### src/rtl/seg_sched_pkg.sv
// Shared types and constants for the two-digit display scheduler.
package seg_sched_pkg;

    localparam int DIGIT_W = 4;

    typedef enum logic {
        S_IDLE,
        S_HOLD
    } state_t;

    typedef enum logic {
        GNT_A,
        GNT_B
    } grant_t;

endpackage

### src/rtl/seg_rr_arb2.sv
// Two-way round-robin arbiter, purely combinational.
// req_i[0] is requester A, req_i[1] is requester B. On a tie the requester
// opposite last_grant_i wins; a lone requester always wins. When nothing is
// requested the grant value is meaningless and the caller must qualify it.
module seg_rr_arb2
    import seg_sched_pkg::*;
(
    input  logic [1:0] req_i,
    input  grant_t     last_grant_i,
    output grant_t     grant_o
);

    // Pick the winner from the request pattern and the previous winner.
    always_comb begin
        grant_o = GNT_A;
        case (req_i)
            2'b01:   grant_o = GNT_A;
            2'b10:   grant_o = GNT_B;
            2'b11:   grant_o = (last_grant_i == GNT_A) ? GNT_B : GNT_A;
            default: grant_o = GNT_A;
        endcase
    end

endmodule

### src/rtl/seg_digit_sched.sv
// Two-digit display scheduler: arbitrates requesters A and B round-robin,
// shifts each accepted digit in (s0 -> s1, new -> s0) and then holds the
// display for HOLD_CYCLES cycles before accepting the next digit.
//
// Optional feature macro: SEG_SCHED_DUP_FILTER_EN
//   When defined, a granted digit equal to the current s0 is accepted
//   (handshake completes, last grant updates) but the display is left
//   untouched and no hold is started.
//
//   state  | meaning
//   -------+-----------------------------------------------------------
//   S_IDLE | ready to accept one digit from the arbitrated requester
//   S_HOLD | display frozen; counting down the minimum hold time
module seg_digit_sched
    import seg_sched_pkg::*;
#(
    parameter  int HOLD_CYCLES = 2_400_000,
    localparam int CW          = $clog2(HOLD_CYCLES + 1)
) (
    input  logic               clk,
    input  logic               rstn,
    input  logic               a_valid,
    input  logic [DIGIT_W-1:0] a_digit,
    output logic               a_ready,
    input  logic               b_valid,
    input  logic [DIGIT_W-1:0] b_digit,
    output logic               b_ready,
    output logic [DIGIT_W-1:0] s1,
    output logic [DIGIT_W-1:0] s0,
    output logic               busy
);

    state_t             state_q, state_d;
    logic [CW-1:0]      cnt_q, cnt_d;
    grant_t             last_grant_q, last_grant_d;
    logic [DIGIT_W-1:0] s1_q, s1_d;
    logic [DIGIT_W-1:0] s0_q, s0_d;

    grant_t             grant;
    logic               acc_a;
    logic               acc_b;
    logic               busy_c;
    logic [DIGIT_W-1:0] digit;
    logic               do_shift;

    seg_rr_arb2 u_arb (
        .req_i        ({b_valid, a_valid}),
        .last_grant_i (last_grant_q),
        .grant_o      (grant)
    );

    // Next-state, handshake and shift decisions. Readies and busy are gated
    // with rstn so nothing is accepted while reset is being applied.
    always_comb begin
        state_d      = state_q;
        cnt_d        = cnt_q;
        last_grant_d = last_grant_q;
        s1_d         = s1_q;
        s0_d         = s0_q;
        acc_a        = 1'b0;
        acc_b        = 1'b0;
        busy_c       = 1'b0;
        digit        = a_digit;
        do_shift     = 1'b1;

        case (state_q)
            S_IDLE: begin
                acc_a = rstn && a_valid && (grant == GNT_A);
                acc_b = rstn && b_valid && (grant == GNT_B);
                digit = acc_b ? b_digit : a_digit;
`ifdef SEG_SCHED_DUP_FILTER_EN
                do_shift = (digit != s0_q);
`else
                do_shift = 1'b1;
`endif
                if (acc_a || acc_b) begin
                    last_grant_d = acc_b ? GNT_B : GNT_A;
                    if (do_shift) begin
                        s1_d    = s0_q;
                        s0_d    = digit;
                        cnt_d   = CW'(HOLD_CYCLES - 1);
                        state_d = S_HOLD;
                    end
                end
            end
            S_HOLD: begin
                busy_c = rstn;
                if (cnt_q == '0) begin
                    state_d = S_IDLE;
                end else begin
                    cnt_d = cnt_q - CW'(1);
                end
            end
            default: begin
                state_d = S_IDLE;
            end
        endcase
    end

    // State, counter, arbitration history and display registers.
    always_ff @(posedge clk) begin
        if (!rstn) begin
            state_q      <= S_IDLE;
            cnt_q        <= '0;
            last_grant_q <= GNT_B;
            s1_q         <= '0;
            s0_q         <= '0;
        end else begin
            state_q      <= state_d;
            cnt_q        <= cnt_d;
            last_grant_q <= last_grant_d;
            s1_q         <= s1_d;
            s0_q         <= s0_d;
        end
    end

    assign a_ready = acc_a;
    assign b_ready = acc_b;
    assign busy    = busy_c;
    assign s1      = s1_q;
    assign s0      = s0_q;

endmodule

### config.mk
export PLATFORM = sky130hd
export DESIGN_NAME = seg_digit_sched
export DESIGN_NICKNAME = d
export VERILOG_FILES = /design/src/rtl/seg_sched_pkg.sv /design/src/rtl/seg_rr_arb2.sv /design/src/rtl/seg_digit_sched.sv
export SDC_FILE = /design/constraint.sdc
export NUM_CORES = 1
export LEC_CHECK = 0
export CAP_MARGIN = 10
export CELL_PAD_IN_SITES_DETAIL_PLACEMENT = 0
export CELL_PAD_IN_SITES_GLOBAL_PLACEMENT = 1
export CORE_MARGIN = 1.5
export CORE_UTILIZATION = 40
export DETAILED_ROUTE_END_ITERATION = 8
export PLACE_DENSITY_LB_ADDON = 0.1
export SLEW_MARGIN = 40
export SYNTH_ARGS = -nofsm -noshare
export SYNTH_HDL_FRONTEND = slang
export SYNTH_HIERARCHICAL = 1
export SYNTH_SLANG_ARGS = --single-unit
### constraint.sdc
create_clock -name clk -period 2.24 [get_ports clk]
set_input_delay 0.448 -clock clk [delete_from_list [all_inputs] [get_ports clk]]
set_output_delay 0.448 -clock clk [all_outputs]
set_load 0.02 [all_outputs]
# Yosys cells after proc, flatten, opt, wreduce, memory -nomap -nowiden

Index checks and enable logic that the tools add are counted.

Bits of input ports: 12
Bits in writable memories: 0
Bits in latches: 0
ROM bits: 0
Bits in registers: 32
Memories: 0

Multipliers: 0
Order comparisons: 0
Mux-type cells: 13
Bitwise gates (word level): 2
Add/subtract/negate cells: 1
Div/mod/pow operators: 0
Equality and inequality tests: 4
Reductions and logical operators: 8
Shift-type cells: 0

Operators by type and width:

| kind                                                                  | number |
|---|---|
| 22-bit 2-to-1 mux                                                     | 2 |
| 22-bit case mux with 2 select lines                                   | 1 |
| 22-bit logical NOT                                                    | 1 |
| 22-bit by 1-bit subtractor with 22-bit output (second input constant) | 1 |
| 1-bit 2-to-1 mux                                                      | 7 |
| 2-bit equality test (second input constant)                           | 2 |
| 1-bit logical AND                                                     | 4 |
| 4-bit 2-to-1 mux                                                      | 1 |
| 2-bit != test (second input constant)                                 | 2 |
| 1-bit case mux with 2 select lines                                    | 2 |
| 2-bit AND reduction                                                   | 2 |
| 1-bit inverter                                                        | 2 |
| 1-bit logical OR                                                      | 1 |

# Logic depth before layout (Yosys ltp)

Gate-level depths: netlist (run 1).

Depth after elaboration: 7
Gate-level depth with buffers: 7

# Modules after synthesis

The synthesis (run 1) kept the hierarchy.

By module, submodules not included:

| module          | cells an instance | area an instance (um^2) | sequential area each (um^2) | times used |
|---|---|---|---|---|
| seg_digit_sched | 182               | 1581.5                  | 640.6                       | 1 |
| seg_rr_arb2     | 1                 | 11.3                    | 0.0                         | 1 |

# Worst setup path after synthesis (run 1)

OpenSTA, ideal clock, no wires.

Path type: flip-flop to flip-flop
Start: register cnt_q[12]
End: register cnt_q[2]
Setup time: 0.132 ns
Setup slack: 0.407 ns
Buffers on the path: 1
Arrival: 1.701 ns
Period minus slack after synthesis: 1.833 ns
Cell stages (with the launch flop): 7
Cell sequence: dfxtp_1 > nor4_1 > nand4_2 > o21a_1 > buf_2 > a211oi_1 > a311oi_1

Cells in the longest elaborated chain, start to end: 3

RTL lines:

| item                                 | RTL line               | text |
|---|---|---|
| start: declaration                   | seg_digit_sched.sv:34  | `logic [CW-1:0] cnt_q, cnt_d;` |
| start signal: assignment             | seg_digit_sched.sv:110 | `cnt_q <= cnt_d;` |
| 22-bit logical NOT                   | seg_digit_sched.sv:88  | `if (cnt_q == '0) begin` |
| 2-bit != test (no source line)       | n/a                    |  |
| 2-bit AND reduction (no source line) | n/a                    |  |

Every way passes these cells.
A chain may end at the register's enable or synchronous reset.

# Worst setup path after layout (run 1)

Start: input port rstn
End: output port busy

Cells in the longest elaborated chain, start to end: 1

RTL lines:

| item               | RTL line              | text |
|---|---|---|
| start: declaration | seg_digit_sched.sv:21 | `input logic rstn,` |
| 1-bit 2-to-1 mux   | seg_digit_sched.sv:66 | `case (state_q)` |
| end: declaration   | seg_digit_sched.sv:30 | `output logic busy` |

Every way passes these cells.

==> results of run 1 <==
[final cells by class]
type,count,share of cell area
multi-input cells,138,0.4335
inverters,6,0.01098
well taps,48,0.02927
clock buffers,6,0.04024
flip-flops and latches,32,0.3122
clock inverters,2,0.004878
repair buffers,38,0.1689
[sequential cells by signal, summed over array words and instances (netlist names)]
register / cells
state_q: 1
s0: 4
cnt_q: 22
s1: 4
last_grant_q: 1
[kinds of logic (layout without fill, tap and decap cells)]
family | Yosys count | count (layout)
xor+xnor | 9 | 9
buf+inv | 13 | 52
compound gates | 44 | 44
simple gates | 83 | 83
flops | 32 | 32
fa+ha+maj | 1 | 1
mux | 1 | 1
[synthesized netlist by cell type (2+ instances only)]
| library cell | count | area share |
|---|---|---|
| a211oi_1 | 5 | 0.024 |
| a21oi_1 | 13 | 0.041 |
| a311oi_1 | 6 | 0.033 |
| and2_1 | 2 | 0.0079 |
| clkbuf_1 | 4 | 0.0094 |
| dfxtp_1 | 32 | 0.40 |
| inv_1 | 6 | 0.014 |
| nand2_1 | 18 | 0.042 |
| nand2b_1 | 3 | 0.012 |
| nand3_1 | 9 | 0.028 |
| nand4_1 | 2 | 0.0079 |
| nor2_1 | 22 | 0.052 |
| nor3_1 | 9 | 0.028 |
| nor4_1 | 4 | 0.016 |
| nor4_2 | 3 | 0.024 |
| o211a_1 | 2 | 0.013 |
| o211ai_1 | 4 | 0.019 |
| o21a_1 | 2 | 0.0094 |
| o21ai_0 | 3 | 0.0094 |
| or3_1 | 2 | 0.0079 |
| xnor2_1 | 3 | 0.016 |
| xor2_1 | 6 | 0.033 |
[report_power, final]
part | leakage, nW | total [W] | switching (W) | internal, W
Clock | 0.0510 | 0.000450 | 0.000205 | 0.000245
Sequential | 0.262 | 0.000670 | 0.0000547 | 0.000616
Combinational | 0.438 | 0.000396 | 0.000208 | 0.000188
[stage by stage]
stage | TNS [ps] | std cells | cell area (um2) | hold WS [ps] | utilization
after global routing | 0 | 270 | 2052 | 491.8 | 0.5481
after global placement | -161.0 | 262 | 1966 | 443.8 | 0.5251
final | 0 | 270 | 2052 | 463.8 | 0.5481
after detailed placement | -344.5 | 262 | 1966 | 458.1 | 0.5251
after CTS | 0 | 270 | 2056 | 470.8 | 0.5491
after floorplan | 0 | 183 | 1593 | 477.9 | -
[layer usage]
| layer | routed length (um) | global-route usage |
|---|---|---|
| met1 | 1841 | 0.2558 |
| met2 | 1785 | 0.3050 |
| met4 | 62 | 0.09694 |
| met5 | 0 | 0 |
| met3 | 107 | 0.05792 |
[final timing paths]
| path | startpoint | to | depth (start not counted) |
|---|---|---|---|
| min reg2reg | s1[1]$_SDFFE_PN0P_ | s1[1]$_SDFFE_PN0P_ | 2 |
| min | s1[1]$_SDFFE_PN0P_ | s1[1]$_SDFFE_PN0P_ | 2 |
| max | rstn | busy | 3 |
| max reg2reg | cnt_q[4]$_SDFFE_PN0P_ | cnt_q[19]$_SDFFE_PN0P_ | 6 |
[worst register-to-register path, cell delays in order (launching register included)]
cell      delay (ps)
dfxtp_1          360
nor4_2           350
buf_4            190
and4_1           290
o211ai_1         180
or3_1            340
a21oi_1          150
==> flow_metrics.tcl, run 1 <==
set metrics [dict create \
    status "completed" \
    grt_use_total 0.1996 \
    io_buffers 22 \
    tritoncts "yes" \
    peakVddDrop_v 0.0004588 \
    syn_to_final_growth_pct 28.83 \
    start_util 0.4255 \
    post-place-ws_ps -210.5 \
    nets 234 \
    cts_buffer_depth 2 \
    grt_pass1_wl_mm 6.555 \
    place_congestion 0.7637 \
    finalCriticalPeriod_ps 2125 \
    hp-class "reg -> reg" \
    crit_family "buffers and inverters" \
    cts_sinks 32 \
    cp_max_fo 3 \
    fin_ws_ps 115.0 \
    max_stage_delay_ps 600 \
    cp.arrival_ps 1680 \
    drtIter0Drc 69 \
    post_cts_buffers 0 \
    die_w_um 66.10 \
    ys_seq_area_frac 0.4022 \
    setup.worst_path.start_class "input pin" \
    yosys_warnings 6 \
    syn_area_per_cell_um2 8.704 \
    antenna_found_initial 0 \
    hpwl_mm 2.870 \
    fillerInstances 374 \
    ys_ff_latch 32 \
    cts-resized-gates 2 \
    slew_headroom 0.7232 \
    dr.pass1.iters 4 \
    leakage_nw 0.7511 \
    synth_fp_nets 196 \
    crit_top_cell "clkdlybuf4s50_1" \
    synthSimpleGateAreaFrac 0.2781 \
    synth-edff-count 0 \
    path_clk_slew_ps 70 \
    critical_path_class "in -> out" \
    synthCells 183 \
    max_cap_viol_count 0 \
    fin_worst_skew_ps 3.747 \
    netlist-cell-type-count 45 \
    multi_input_area_um2 889.6 \
    required_ps 1790 \
    mostFrequentLayoutCells "32 x dfxtp_1, 22 x nor2_1, 20 x clkdlybuf4s50_1" \
    grt_overflow_total 0 \
    grt_max_degree 20 \
    regArea_um2 640.6 \
    synth_compound_area_frac 0.2168 \
    crit_buf_inv 2 \
    synthXorXnorAreaFrac 0.04949 \
    worstPathCellList "clkdlybuf4s50_1 > and2_1 > clkdlybuf4s50_1" \
    hold_viol 0 \
    ctsHoldBuffers 0 \
    h-tree-depth 2 \
    vias 1471 \
    worstMarginPinSlew_ps 412.0 \
    core_area_mm2 0.003744 \
    synthMuxAreaShare 0.006284 \
    synth-adder-area-share 0.007855 \
    drt-total-wl_mm 3.796 \
    diodes 0 \
    drtAntennaViolNets 0 \
    fmax_mhz 470.6 \
    cp-end-kind "output pin" \
    synthArstFlopShare 0 \
    final_common_cell "dfxtp_1" \
    avgRoutedWirePerCell_um 14.06 \
    clk_latency_ps 280 \
    viasPerCell 5.448 \
    ff2ff_setup_slack_ps 290 \
    grt_pass1_vias 1441 \
    num_rows 22 \
    synth_top_family_by_area "simple AND/OR/NAND/NOR gates" \
    finalCritPeriodShare 0.9487 \
    synth_ff_type "dfxtp_1" \
    drv_slew 0 \
    grt_setup_unrepaired "false" \
    powerDensity_mw_per_mm2 739.0 \
    die_y_um 66.10 \
    ios 23 \
    post-route-drc-count 0 \
    dieArea_mm2 0.004369 \
    cts-root-buf "clkbuf_8" \
    final_layout_size_suffix_gt1_frac 0.1667 \
    cp_slowest_cell "clkdlybuf4s50_1" \
    power_w 0.001516 \
    setup_viol_count_final 0 \
    synth_area_mm2 0.001593 \
    cts_buffers 5 \
]
Note: power is estimated with default switching activity, not from simulation.
==> inputs of run 2 (changes only) <==
--- a/config.mk
+++ b/config.mk
@@ -5,7 +5,7 @@
 export SDC_FILE = /design/constraint.sdc
 export NUM_CORES = 1
 export LEC_CHECK = 0
-export CAP_MARGIN = 10
+export CAP_MARGIN = 40
 export CELL_PAD_IN_SITES_DETAIL_PLACEMENT = 0
 export CELL_PAD_IN_SITES_GLOBAL_PLACEMENT = 1
 export CORE_MARGIN = 1.5
==> results of run 2 <==
Same layout as run 1: the final DEF is identical, and so are final timing and power.
==> RTL edit (settings of run 2) <==
The parameter `HOLD_CYCLES` goes from 2_400_000 to 4_800_000.
--- a/src/rtl/seg_digit_sched.sv
+++ b/src/rtl/seg_digit_sched.sv
@@ -16,3 +16,3 @@
 #(
-    parameter  int HOLD_CYCLES = 2_400_000,
+    parameter  int HOLD_CYCLES = 4_800_000,
     localparam int CW          = $clog2(HOLD_CYCLES + 1)
Behaviour: no difference found for any inputs over 10 cycles, from zero or initial values and one cycle with rstn low; that may be too few to reach the edited logic, so the function may still have changed.
==> RTL edit against run 2 <==
Hold slack got worse by 0.0077 ns. First-iteration DRC count rose by 17%. Final cell count grew 5.9%. Sequential cell count is 1 higher. Power down 1.6%. Cell area grew 6.3%. Worst setup slack got worse by 0.051 ns. Area after synthesis is 2.6% higher. Routed wire length is 12% higher. Critical path depth rose by 1.
==> RTL edit: results (changes against run 2) <==
Place
The area after detailed placement is 0.00207 mm² (+5.3%). The number of buffers added on ports is 22 (unchanged). The number of cells in the design after placement is 276 (+5.3%). The final estimated routing congestion in global placement came to 0.849 (+11%). The pre-CTS worst setup slack is -0.359 ns (-0.149 ns).

The half-perimeter wire length after placement came to 3000 µm (+4.4%).

Detailed routing
The via-per-instance ratio was 5.57 (+2.2%). The initial detailed-routing violation count is 81 (+17%). The first-pass iteration count of the detailed router is 4 (unchanged). The wire length per cell after detailed routing is 14.8 µm (+5.5%).

The via count was 1593 (+8.3%).

Global route
The total track usage is 20.8% (+0.87 points). The number of antenna violations at the first check in global routing was 0 (unchanged). The global-route wire length before repair came to 7000 µm (+6.8%).

The largest net degree at the start of global routing is 24 (+20%). The via count of the first global-routing pass is 1516 (+5.2%).

Min path
The startpoint identified for the worst hold timing path is s1[3]. For hold timing, the worst endpoint is s1[3]. The worst hold path depth is 2 (unchanged). The worst hold path class is flop to flop.

Critical path
The critical path starts at a_valid. The reg-to-reg endpoint is cnt_q[4]. The number of cell instances on the worst register-to-register path is 7 (+1). The maximum net fanout on the critical path was 3 (unchanged). The register-to-register path setup slack is 0.10 ns (-0.19 ns). The origin of the critical flop-to-flop path is cnt_q[0]. The data arrival time at the worst-slack endpoint is 1.73 ns (+0.05 ns).

Timing
The remaining max-slew budget at the tightest pin was 66.0% (-6.4 points). The clock tree skew after final layout is 0.00354 ns (-0.000205 ns). The final hold slack is 0.456 ns (-0.00773 ns).

Final layout
The area growth from synthesis to layout is 33.5%. The number of flip-flops under the largest register name is 23 (+4.5%). The number of fill cells is 373 (-0.27%). The antenna diode count came to 0 (unchanged). The top register by number of flip-flops is cnt_q. The fraction of final layout cells sized beyond drive strength 1 is 19.9% (+3.2 points). The number of nets in the layout came to 248 (+6.0%).

Clock tree
The later pin in the worst-skew pair is clocked with a latency of approximately 0.29 ns. The clock root buffer is sky130_fd_sc_hd__clkbuf_8. The clock-pin transition on the worst setup and hold timing paths is 0.07 ns (about the same).

The buffer levels on the longest clock path was 2 (unchanged). The H-tree depth is 2 (unchanged). The number of buffers added by the clock tree synthesis step was 5 (unchanged).

Power and ir drop
The maximum resistive drop on vdd is 340 µV (-26%). The cell leakage power is 0.832 nW (+11%).

Synth
In the synthesized netlist the dominant register cell turns out to be sky130_fd_sc_hd__dfxtp_1. Counting instances in the post-synthesis netlist gives the leading cell types as sky130_fd_sc_hd__dfxtp_1, sky130_fd_sc_hd__nor2_1, sky130_fd_sc_hd__a21oi_1. The distinct cell type count of the synthesized netlist is 45 (unchanged). After synthesis, the cell types taking the most area are sky130_fd_sc_hd__dfxtp_1, sky130_fd_sc_hd__a21oi_1, sky130_fd_sc_hd__nor2_1, sky130_fd_sc_hd__nand2_1, sky130_fd_sc_hd__xnor2_1. The fraction of registers with async set or reset after synthesis is 0% (unchanged). The part of the Yosys area used for sequential elements was 40.4% (+0.21 points).

The number of nets in the synthesized netlist is 200 (+2.0%). The post-synthesis instance total is 187 (+2.2%). The number of warnings printed during yosys synthesis is 6 (unchanged).

Run status
The run finished with clean final reports.
-- RTL edit: worst max path at each step --
stage	endpoint	slack (ns)	cells after the start
after detailed placement	a_ready	-0.36	4
after CTS	b_ready	0.03	6
final	a_ready	0.06	4
after global routing	a_ready	0.002	4
after floorplan	cnt_q[4]	0.16	5
after global placement	a_ready	-0.24	4
-- RTL edit: what timing repair did --
item                       4_1_cts  5_1_grt
pin swaps                        0        3
gates resized for setup          5        5
buffers inserted                 0        2
setup endpoints to repair        4        5
-- RTL edit: final cells by class --
type                       instances  share of cell area, %
multi-input combinational        142                   43.5
clock inverter                     2                  0.459
sequential                        33                   30.3
inverter                           5                  0.860
tap                               50                   2.87
clock buffer                       6                   3.33
timing repair buffer              48                   18.8
-- RTL edit: kinds of logic after synthesis --
logic type	synth area share (%)
compound gates	21.5
fa+ha+maj	0.766
flops	40.4
simple gates	26.1
buf+inv	2.76
xor+xnor	5.36
mux	3.06
-- RTL edit: report_power, final --
group,total (W),leakage (nW),switching [W],internal (W)
combinational,0.000383,0.516,0.000197,0.000186
clock,0.000435,0.0450,0.000220,0.000215
sequential,0.000674,0.271,0.0000436,0.000630
-- RTL edit: critical path, stage by stage --
cell                              delay [ns]
sky130_fd_sc_hd__clkdlybuf4s50_1        0.53
sky130_fd_sc_hd__a21boi_2               0.09
sky130_fd_sc_hd__nor4b_2                0.31
sky130_fd_sc_hd__clkdlybuf4s15_1        0.35
-- RTL edit: routing by layer --
| metal | global-route usage, % | share of wire [%] | up-vias |
|---|---|---|---|
| met2 | 34.4 | 46 | 26 |
| met5 | 0 | 0 | - |
| li1 | - | - | 802 |
| met4 | 8.67 | 1.7 | 0 |
| met1 | 25.5 | 48 | 758 |
| met3 | 5.41 | 4.0 | 7 |
